$ cat src/rtl/muldiv_unit.sv
// muldiv_unit: iterative RV32M multiply/divide unit between the register file
// read ports and the writeback mux.
//
// Ports
//   clk, rst_n          clock, async active-low reset
//   flush               synchronous kill of any in-flight/pending op
//   in_valid/in_ready   request handshake (in_ready high only in IDLE)
//   in_funct3           RV32M op select
//   in_a, in_b          rs1 / rs2 values
//   in_rd               destination index
//   wb_valid/wb_ready   writeback handshake (wb_valid high only in DONE)
//   wb_rd, wb_data      writeback address / data
//   busy                state is not IDLE
//
// state  | meaning
// IDLE   | waiting for a request
// BUSY   | 32 shift-add / restoring-divide iterations
// DONE   | result held on writeback port until wb_ready or flush

module muldiv_unit (
  input  logic        clk,
  input  logic        rst_n,
  input  logic        flush,
  input  logic        in_valid,
  output logic        in_ready,
  input  logic [2:0]  in_funct3,
  input  logic [31:0] in_a,
  input  logic [31:0] in_b,
  input  logic [4:0]  in_rd,
  output logic        wb_valid,
  input  logic        wb_ready,
  output logic [4:0]  wb_rd,
  output logic [31:0] wb_data,
  output logic        busy
);

  typedef enum logic [1:0] {S_IDLE, S_BUSY, S_DONE} state_e;

  state_e      state_q;
  logic [4:0]  count_q;
  logic [2:0]  op_q;
  logic        neg_q;
  logic [31:0] hi_q;
  logic [31:0] lo_q;
  logic [31:0] opb_q;
  logic [31:0] wb_data_q;
  logic [4:0]  wb_rd_q;

  // Accept-time decode: the datapath always works on magnitudes and the
  // sign is reapplied once to the final value.
  logic        is_div_in, sgn_a_in, sgn_b_in, a_neg_in, b_neg_in, neg_in;
  logic [31:0] a_mag, b_mag;
  logic        div_zero, div_ovf, fast_in;
  logic [31:0] fast_res;

  always_comb begin
    is_div_in = in_funct3[2];
    sgn_a_in  = (in_funct3 == 3'b001) || (in_funct3 == 3'b010) ||
                (in_funct3 == 3'b100) || (in_funct3 == 3'b110);
    sgn_b_in  = (in_funct3 == 3'b001) || (in_funct3 == 3'b100) ||
                (in_funct3 == 3'b110);
    a_neg_in  = sgn_a_in && in_a[31];
    b_neg_in  = sgn_b_in && in_b[31];
    a_mag     = a_neg_in ? (32'd0 - in_a) : in_a;
    b_mag     = b_neg_in ? (32'd0 - in_b) : in_b;
    // Remainder follows the dividend sign only; everything else is a xor.
    neg_in    = (is_div_in && in_funct3[1]) ? a_neg_in : (a_neg_in ^ b_neg_in);

    div_zero  = is_div_in && (in_b == 32'd0);
    div_ovf   = is_div_in && !in_funct3[0] &&
                (in_a == 32'h8000_0000) && (in_b == 32'hFFFF_FFFF);
    fast_in   = div_zero || div_ovf;
    if (div_zero) fast_res = in_funct3[1] ? in_a : 32'hFFFF_FFFF;
    else          fast_res = in_funct3[1] ? 32'd0 : 32'h8000_0000;
  end

  // One iteration. Multiply: {hi,lo} shifts right, hi accumulates opb.
  // Divide: hi is the partial remainder, lo shifts dividend out / quotient in.
  logic [32:0] mul_sum;
  logic [32:0] r_sh;
  logic        r_ge;
  logic [31:0] r_sub;
  logic [31:0] hi_d, lo_d;
  logic [63:0] val64, res64;
  logic [31:0] result;

  always_comb begin
    mul_sum = {1'b0, hi_q} + (lo_q[0] ? {1'b0, opb_q} : 33'd0);
    r_sh    = {hi_q, lo_q[31]};
    r_ge    = (r_sh >= {1'b0, opb_q});
    // When r_ge holds the true difference fits in 32 bits.
    r_sub   = r_sh[31:0] - opb_q;
    if (op_q[2]) begin
      hi_d = r_ge ? r_sub : r_sh[31:0];
      lo_d = {lo_q[30:0], r_ge};
    end else begin
      hi_d = mul_sum[32:1];
      lo_d = {mul_sum[0], lo_q[31:1]};
    end
    val64  = op_q[2] ? {32'd0, (op_q[1] ? hi_d : lo_d)} : {hi_d, lo_d};
    res64  = neg_q ? (64'd0 - val64) : val64;
    result = (op_q[2] || (op_q[1:0] == 2'b00)) ? res64[31:0] : res64[63:32];
  end

  always_ff @(posedge clk or negedge rst_n) begin
    if (!rst_n) begin
      state_q   <= S_IDLE;
      count_q   <= 5'd0;
      op_q      <= 3'd0;
      neg_q     <= 1'b0;
      hi_q      <= 32'd0;
      lo_q      <= 32'd0;
      opb_q     <= 32'd0;
      wb_data_q <= 32'd0;
      wb_rd_q   <= 5'd0;
    end else begin
      case (state_q)
        S_IDLE: begin
          if (in_valid && !flush) begin
            op_q    <= in_funct3;
            wb_rd_q <= in_rd;
            if (fast_in) begin
              wb_data_q <= fast_res;
              state_q   <= S_DONE;
            end else begin
              hi_q    <= 32'd0;
              lo_q    <= a_mag;
              opb_q   <= b_mag;
              neg_q   <= neg_in;
              count_q <= 5'd0;
              state_q <= S_BUSY;
            end
          end
        end
        S_BUSY: begin
          if (flush) begin
            state_q <= S_IDLE;
          end else begin
            hi_q    <= hi_d;
            lo_q    <= lo_d;
            count_q <= count_q + 5'd1;
            if (count_q == 5'd31) begin
              wb_data_q <= result;
              state_q   <= S_DONE;
            end
          end
        end
        S_DONE: begin
          if (flush || wb_ready) state_q <= S_IDLE;
        end
        default: state_q <= S_IDLE;
      endcase
    end
  end

  assign in_ready = (state_q == S_IDLE);
  assign busy     = (state_q != S_IDLE);
  assign wb_valid = (state_q == S_DONE);
  assign wb_rd    = wb_rd_q;
  assign wb_data  = wb_data_q;

endmodule

$ cat config.mk
export PLATFORM = sky130hd
export DESIGN_NAME = muldiv_unit
export DESIGN_NICKNAME = d
export VERILOG_FILES = /design/src/rtl/muldiv_unit.sv
export SDC_FILE = /design/constraint.sdc
export NUM_CORES = 1
export LEC_CHECK = 0
export BUFFER_PORTS_ARGS = -buffer_cell sky130_fd_sc_hd__buf_4
export CORE_ASPECT_RATIO = 0.6
export CORE_UTILIZATION = 57
export DETAILED_ROUTE_END_ITERATION = 8
export PLACE_DENSITY = 0.89
export SYNTH_ARGS = -nofsm -noshare
export SYNTH_HDL_FRONTEND = slang
export SYNTH_SLANG_ARGS = --single-unit
export TNS_END_PERCENT = 1
$ cat constraint.sdc
create_clock -name clk -period 5.2 [get_ports clk]
set_input_delay 0.52 -clock clk [delete_from_list [all_inputs] [get_ports clk]]
set_output_delay 0.52 -clock clk [all_outputs]
set_load 0.005 [all_outputs]
======== Word level (Yosys, flattened, before mapping) ========
Index checks and enable logic that the tools add are counted.
storage, ports and cells
  bits in registers ....................... 144
  word-level logic and storage cells ...... 99
  output and inout bits ................... 40
cells by class
  order comparisons ....................... 1
  muxes and demuxes ....................... 37
  bitwise operators ....................... 2
  add/sub/neg operators ................... 6
  equality and inequality tests ........... 16
  reductions and logical operators ........ 28
operators with widths
  cell                                                   number
  two-way mux 32 bit                                     21
  one-hot mux 32 bit (2 select lines)                    3
  two-way mux 64 bit                                     2
  == test 32 bit, second input constant                  2
  subtractor 1 x 32 -> 32 bit, first input constant      2
  subtractor 1 x 64 -> 64 bit, first input constant      1
  adder 32 x 32 -> 33 bit                                1
  greater-or-equal comparator 33 x 32 -> 1 bit           1
  logical NOT 32 bit                                     1
  subtractor 32 bit                                      1
  two-way mux 5 bit                                      3
  two-way mux 2 bit                                      5
  one-hot mux 5 bit (2 select lines)                     1
  logical AND 1 bit                                      8
  logical OR 1 bit                                       8
  == test 3 bit, second input constant                   2
  inequality test 2 x 1 -> 1 bit, second input constant  3
  inequality test 2 bit, second input constant           3
  one-hot mux 2 bit (3 select lines)                     1
  AND reduction 3 bit                                    2
  adder 5 x 1 -> 5 bit, second input constant            1
  == test 5 bit, second input constant                   1
  AND reduction 5 bit                                    1
  logical NOT 2 bit                                      2
  other kinds (12)                                       14

======== Depth between registers and ports, before layout ========
  depth in word-level cells ............... 11
  mapped depth ............................ 22
  depth with buffers taken out ............ 19

======== Worst setup path before layout ========
No wires, ideal clock.
  kind .................................... reg2reg
  start point ............................. register hi_q[3]
  end point ............................... register wb_data_q[22] (netlist: wb_data[22])
  cell stages (with the launch flop) ...... 21
  period minus slack after synthesis ...... 4.855 ns
  arrival ................................. 4.729 ns
  setup time .............................. 0.126 ns
  data required time ...................... 5.074 ns
  setup slack ............................. 0.345 ns
  buffers on the path ..................... 2
  path through ............................ dfrtp_1 > ha_1 > buf_6 > a21o_1 > a31o_1 > o2111ai_1 > o221ai_2 > or4_4 > nand3_1 > ha_1 > and3_1 > nand2_1 > nor3_1 > a311oi_1 > nor4_2 > nand4b_2 > or3_1 > buf_2 > nor4_1 > o21ai_1 > a221o_1
between the ends
  cells in the longest elaborated chain, start to end .. 11
RTL lines
  item                                                                               RTL line  source
  start, declared                                                                    43        logic [31:0] hi_q;
  start signal, assigned                                                             139       hi_q <= hi_d;
  subtractor 32 bit or greater-or-equal comparator 33 x 32 -> 1 bit (tied branches)  92, 90
  two-way mux 32 bit                                                                 94        hi_d = r_ge ? r_sub : r_sh[31:0];
  two-way mux 32 bit                                                                 93        if (op_q[2]) begin
  two-way mux 32 bit                                                                 100       val64 = op_q[2] ? {32'd0, (op_q[1] ? hi_d : lo_d)} : {hi_d, lo_d};
  two-way mux 64 bit (*)                                                             100
  subtractor 1 x 64 -> 64 bit                                                        101       res64 = neg_q ? (64'd0 - val64) : val64;
  two-way mux 64 bit (*)                                                             101
  two-way mux 32 bit (*)                                                             102       result = (op_q[2] || (op_q[1:0] == 2'b00)) ? res64[31:0] : res64[63:32];
  two-way mux 32 bit (*)                                                             142       if (count_q == 5'd31) begin
  two-way mux 32 bit (*)                                                             136       if (flush) begin
  one-hot mux 32 bit (2 select lines) (*)                                            117       case (state_q)
  end signal, assigned                                                               123       wb_data_q <= fast_res;
  end signal, assigned                                                               143       wb_data_q <= result;
  end, declared                                                                      46        logic [31:0] wb_data_q;
Mark *: on every way between the ends. The rest lies on a longest branch, timed or not. The select of a mux whose other input is x is not followed.
A chain may end at the register's enable or synchronous reset.

======== Final worst setup path ========
  start point ............................. register hi_q[0]
  end point ............................... register wb_data_q[9] (netlist: wb_data[9])
Same word-level chain as after synthesis.

==> metrics <==
status=finished, violations left; failing checks=setup timing; CP Max Fanout=7; startpoint type of the worst setup path=register; sequential share of power=0.162; worst endpoint data arrival time=5.56 ns; routability cong.=1.137; # diodes=0; RSZ-0062 raised after global routing=yes; Initial DRC Count=3,925; Cell Chain, Critical Path=ha_1, nor2b_1, o2111ai_1, a211oi_2, buf_4, o21ai_1, or3b_2, a21o_1, a21boi_0, buf_4, o21ai_1, buf_4, nor4_2, buf_4, a21oi_1, xnor2_1, a41oi_1; internal power=4763 uW; Comb pwr share=0.721; switching pwr=5729 uW; Hold Buf Count CTS=0; number of antenna violations at the first check in global routing=2; Net Sw Frac=0.5461; Resized cells post-CTS=0; most frequent cells in the layout=buf_4, nand2_1, o21ai_0, nor2_1, a21oi_1; syn avg cell area=7.303 um^2; Crit path top cell by count=buf_4; final wirelength=76.94 mm; Crit. End Element=register; synth top area cells=dfrtp_1, o21ai_0, nand2_1, a21oi_1, ha_1; Clock Pin Slew Worst Setup and Hold Paths=0.07 ns; DRC viols=0; max cap viols=0; XOR/XNOR Fraction of Synth Area=0.05724; largest net degree at the start of global routing=61; final hold slack=0.04467 ns; Initial Util=0.5813; FMAX=189.5 MHz; TritonCTS Buffers=17; worst-skew pair later-pin latency=0.47 ns; Port Buffers=116; TritonRoute pass-1 iters=9; yosys warns=0; Synth area leader=dfrtp_1; largest family of logic cells by synthesized area=compound AO/OA/AOI/OAI gates; Simple-Gate Fraction of Synth Area=0.2637; clock sink total=144; commonest non-fill, non-tap cell in the layout=buf_4; Routed Antenna Nets=0; core area=27,640 um^2; VDD IR max=0.2935 mV; post-synthesis sequential area ratio=0.2243; top cell type's share of synthesized area=0.2243; grt total ovfl=0; Clock power frac=0.117; Final setup viols=1; root buffer cell=clkbuf_16; CP Class=reg2reg; io pins=117; TritonCTS clock tree=yes; DR vias=19,820; unique cell type count in the Yosys netlist=100; Leak=0.008241 uW; final hold violations=0; Placement Cell Area=18,290 um^2; syn_nets=2,349; DR WL/cell=27.81 um; Post-Synthesis Cell Area=16,070 um^2; Critical Path Max Stage Delay=0.53 ns; Required @ worst endpoint=5.48 ns; CTS H-tree lvls=4; crit path max-delay cell type=or3b_2; Synth Area in Adders=0.05700; cells after synthesis=2,200; vias in the first global route=17,860; Pwr per Cell Area=554.2 nW/um^2; nets=2,535; die area=28,880 um^2; crit path time final=5.278 ns; mux contribution to synthesized area=0.04236; Synth Area in Compound Gates=0.3025; Slew @ Worst Pin=1.316 ns; Final Slew Violations=0; final worst slack=-0.07797 ns; FFs w/ async S/R, synth=1.000; GRT Total Usage=0.5284; Hold WC Path Type=in2async; Layout Skew=0.01190 ns; predominant post-synthesis flop cell=dfrtp_1; die width=218.7 um; Rows=47; CTS max path bufs=2; Chip Height=132.0 um; P&R area growth vs syn=17.84%; share of cells above drive strength 1=0.1884; Post-synth EDFFs=0; max_slew headroom=0.1133; first-pass GRT wire length=113.0 mm; design area=18,930 um^2; post-CTS setup buffer count=0; Vias/cell=7.165; #FFs+latches synth=144; Detailed Place HPWL=60.64 mm; Final period util=1.015
## worst paths after layout
path | slack, ns | startpoint | depth (start not counted) | to
min in group clk | 0.24 | flush | 2 | state_q[1]$_DFFE_PN0P_
hold reg to reg | 0.51 | lo_q[11]$_DFFE_PN0P_ | 2 | lo_q[11]$_DFFE_PN0P_
hold / removal | 0.04 | rst_n | 1 | opb_q[10]$_DFFE_PN0P_
setup / recovery | -0.08 | hi_q[0]$_DFFE_PN0P_ | 17 | wb_data[9]$_DFFE_PN0P_
max in group asynchronous | 3.91 | rst_n | 2 | op_q[2]$_DFFE_PN0P_
setup reg to reg | -0.08 | hi_q[0]$_DFFE_PN0P_ | 17 | wb_data[9]$_DFFE_PN0P_
## per-stage QoR
stage	power [uW]	setup slack [ns]	util	setup TNS, ns	cells
2_1_floorplan	5771	0.3453	-	0	2200
3_3_place_gp	8599	0.1078	0.6618	0	2734
3_5_place_dp	8680	0.1472	0.6618	0	2734
4_1_cts	9931	0.1041	0.6818	0	2766
5_1_grt	10840	-0.09266	0.6850	-0.1429	2766
6_report	10490	-0.07797	0.6850	-0.07797	2766
## kinds of logic after synthesis
family | count (synthesis)
buffers and inverters | 207
adder cells (fa/ha/maj) | 72
AND/OR/NAND/NOR | 849
AO/OA/AOI/OAI | 760
XOR/XNOR | 105
multiplexers | 63
flip-flops | 144
## registers in the layout (all words and copies together) (netlist names)
signal / cells
wb_data: 32
state_q: 2
hi_q: 32
opb_q: 32
lo_q: 32
neg_q: 1
count_q: 5
wb_rd: 5
op_q: 3
## critical path: cells and delay by family (launching register included)
family	cells	cell delay, ns
fa+ha+maj	1	0.35
buf+inv	4	0.92
flops	1	0.46
xor+xnor	1	0.28
simple gates	3	1.18
compound gates	8	1.89
## cell usage after synthesis (15+ instances only)
library cell and n:
nor2_1 206, buf_2 40, o21a_1 18, xor2_1 56, nand3_1 46, nor2b_1 15, a211oi_1 27, clkbuf_1 82
mux2_2 40, nand2_1 263, or3_1 29, xnor2_1 49, inv_1 71, o31ai_1 40, ha_1 70, nor4_1 21
o21ai_0 224, nor3_1 66, nand2b_1 24, dfrtp_1 144, a21oi_1 188, mux2i_1 23, a31oi_1 41, nand4_1 29
a21o_1 31, and2_1 46, and3_1 19, o211ai_1 27
## power by group through the flow
stage,clock network (uW),registers [uW],logic (uW)
floorplan,0,1560,4210
global placement,0,1680,6920
detailed placement,0,1690,6990
CTS,1210,1680,7040
global route,1260,1720,7860
finish,1230,1700,7560
## per-layer routing
metal	global-route usage	routed length [um]	part of all wire	vias up
met5	0.01167	48	0.00062	-
met4	0.1744	3016	0.039	2
met2	0.6614	27720	0.36	1830
met3	0.2946	15480	0.20	280
li1	-	-	-	8478
met1	0.7444	30680	0.40	9228
## final cells by class
type,count,area (um^2)
repair buffers,303,2303
inverters,71,266.5
clock buffers,21,470.5
well taps,367,459.2
flip-flops and latches,144,3608
clock inverters,11,81.33
multi-input cells,1849,11740
fillers,2351,8706
Power figures use the tool's default switching activity.
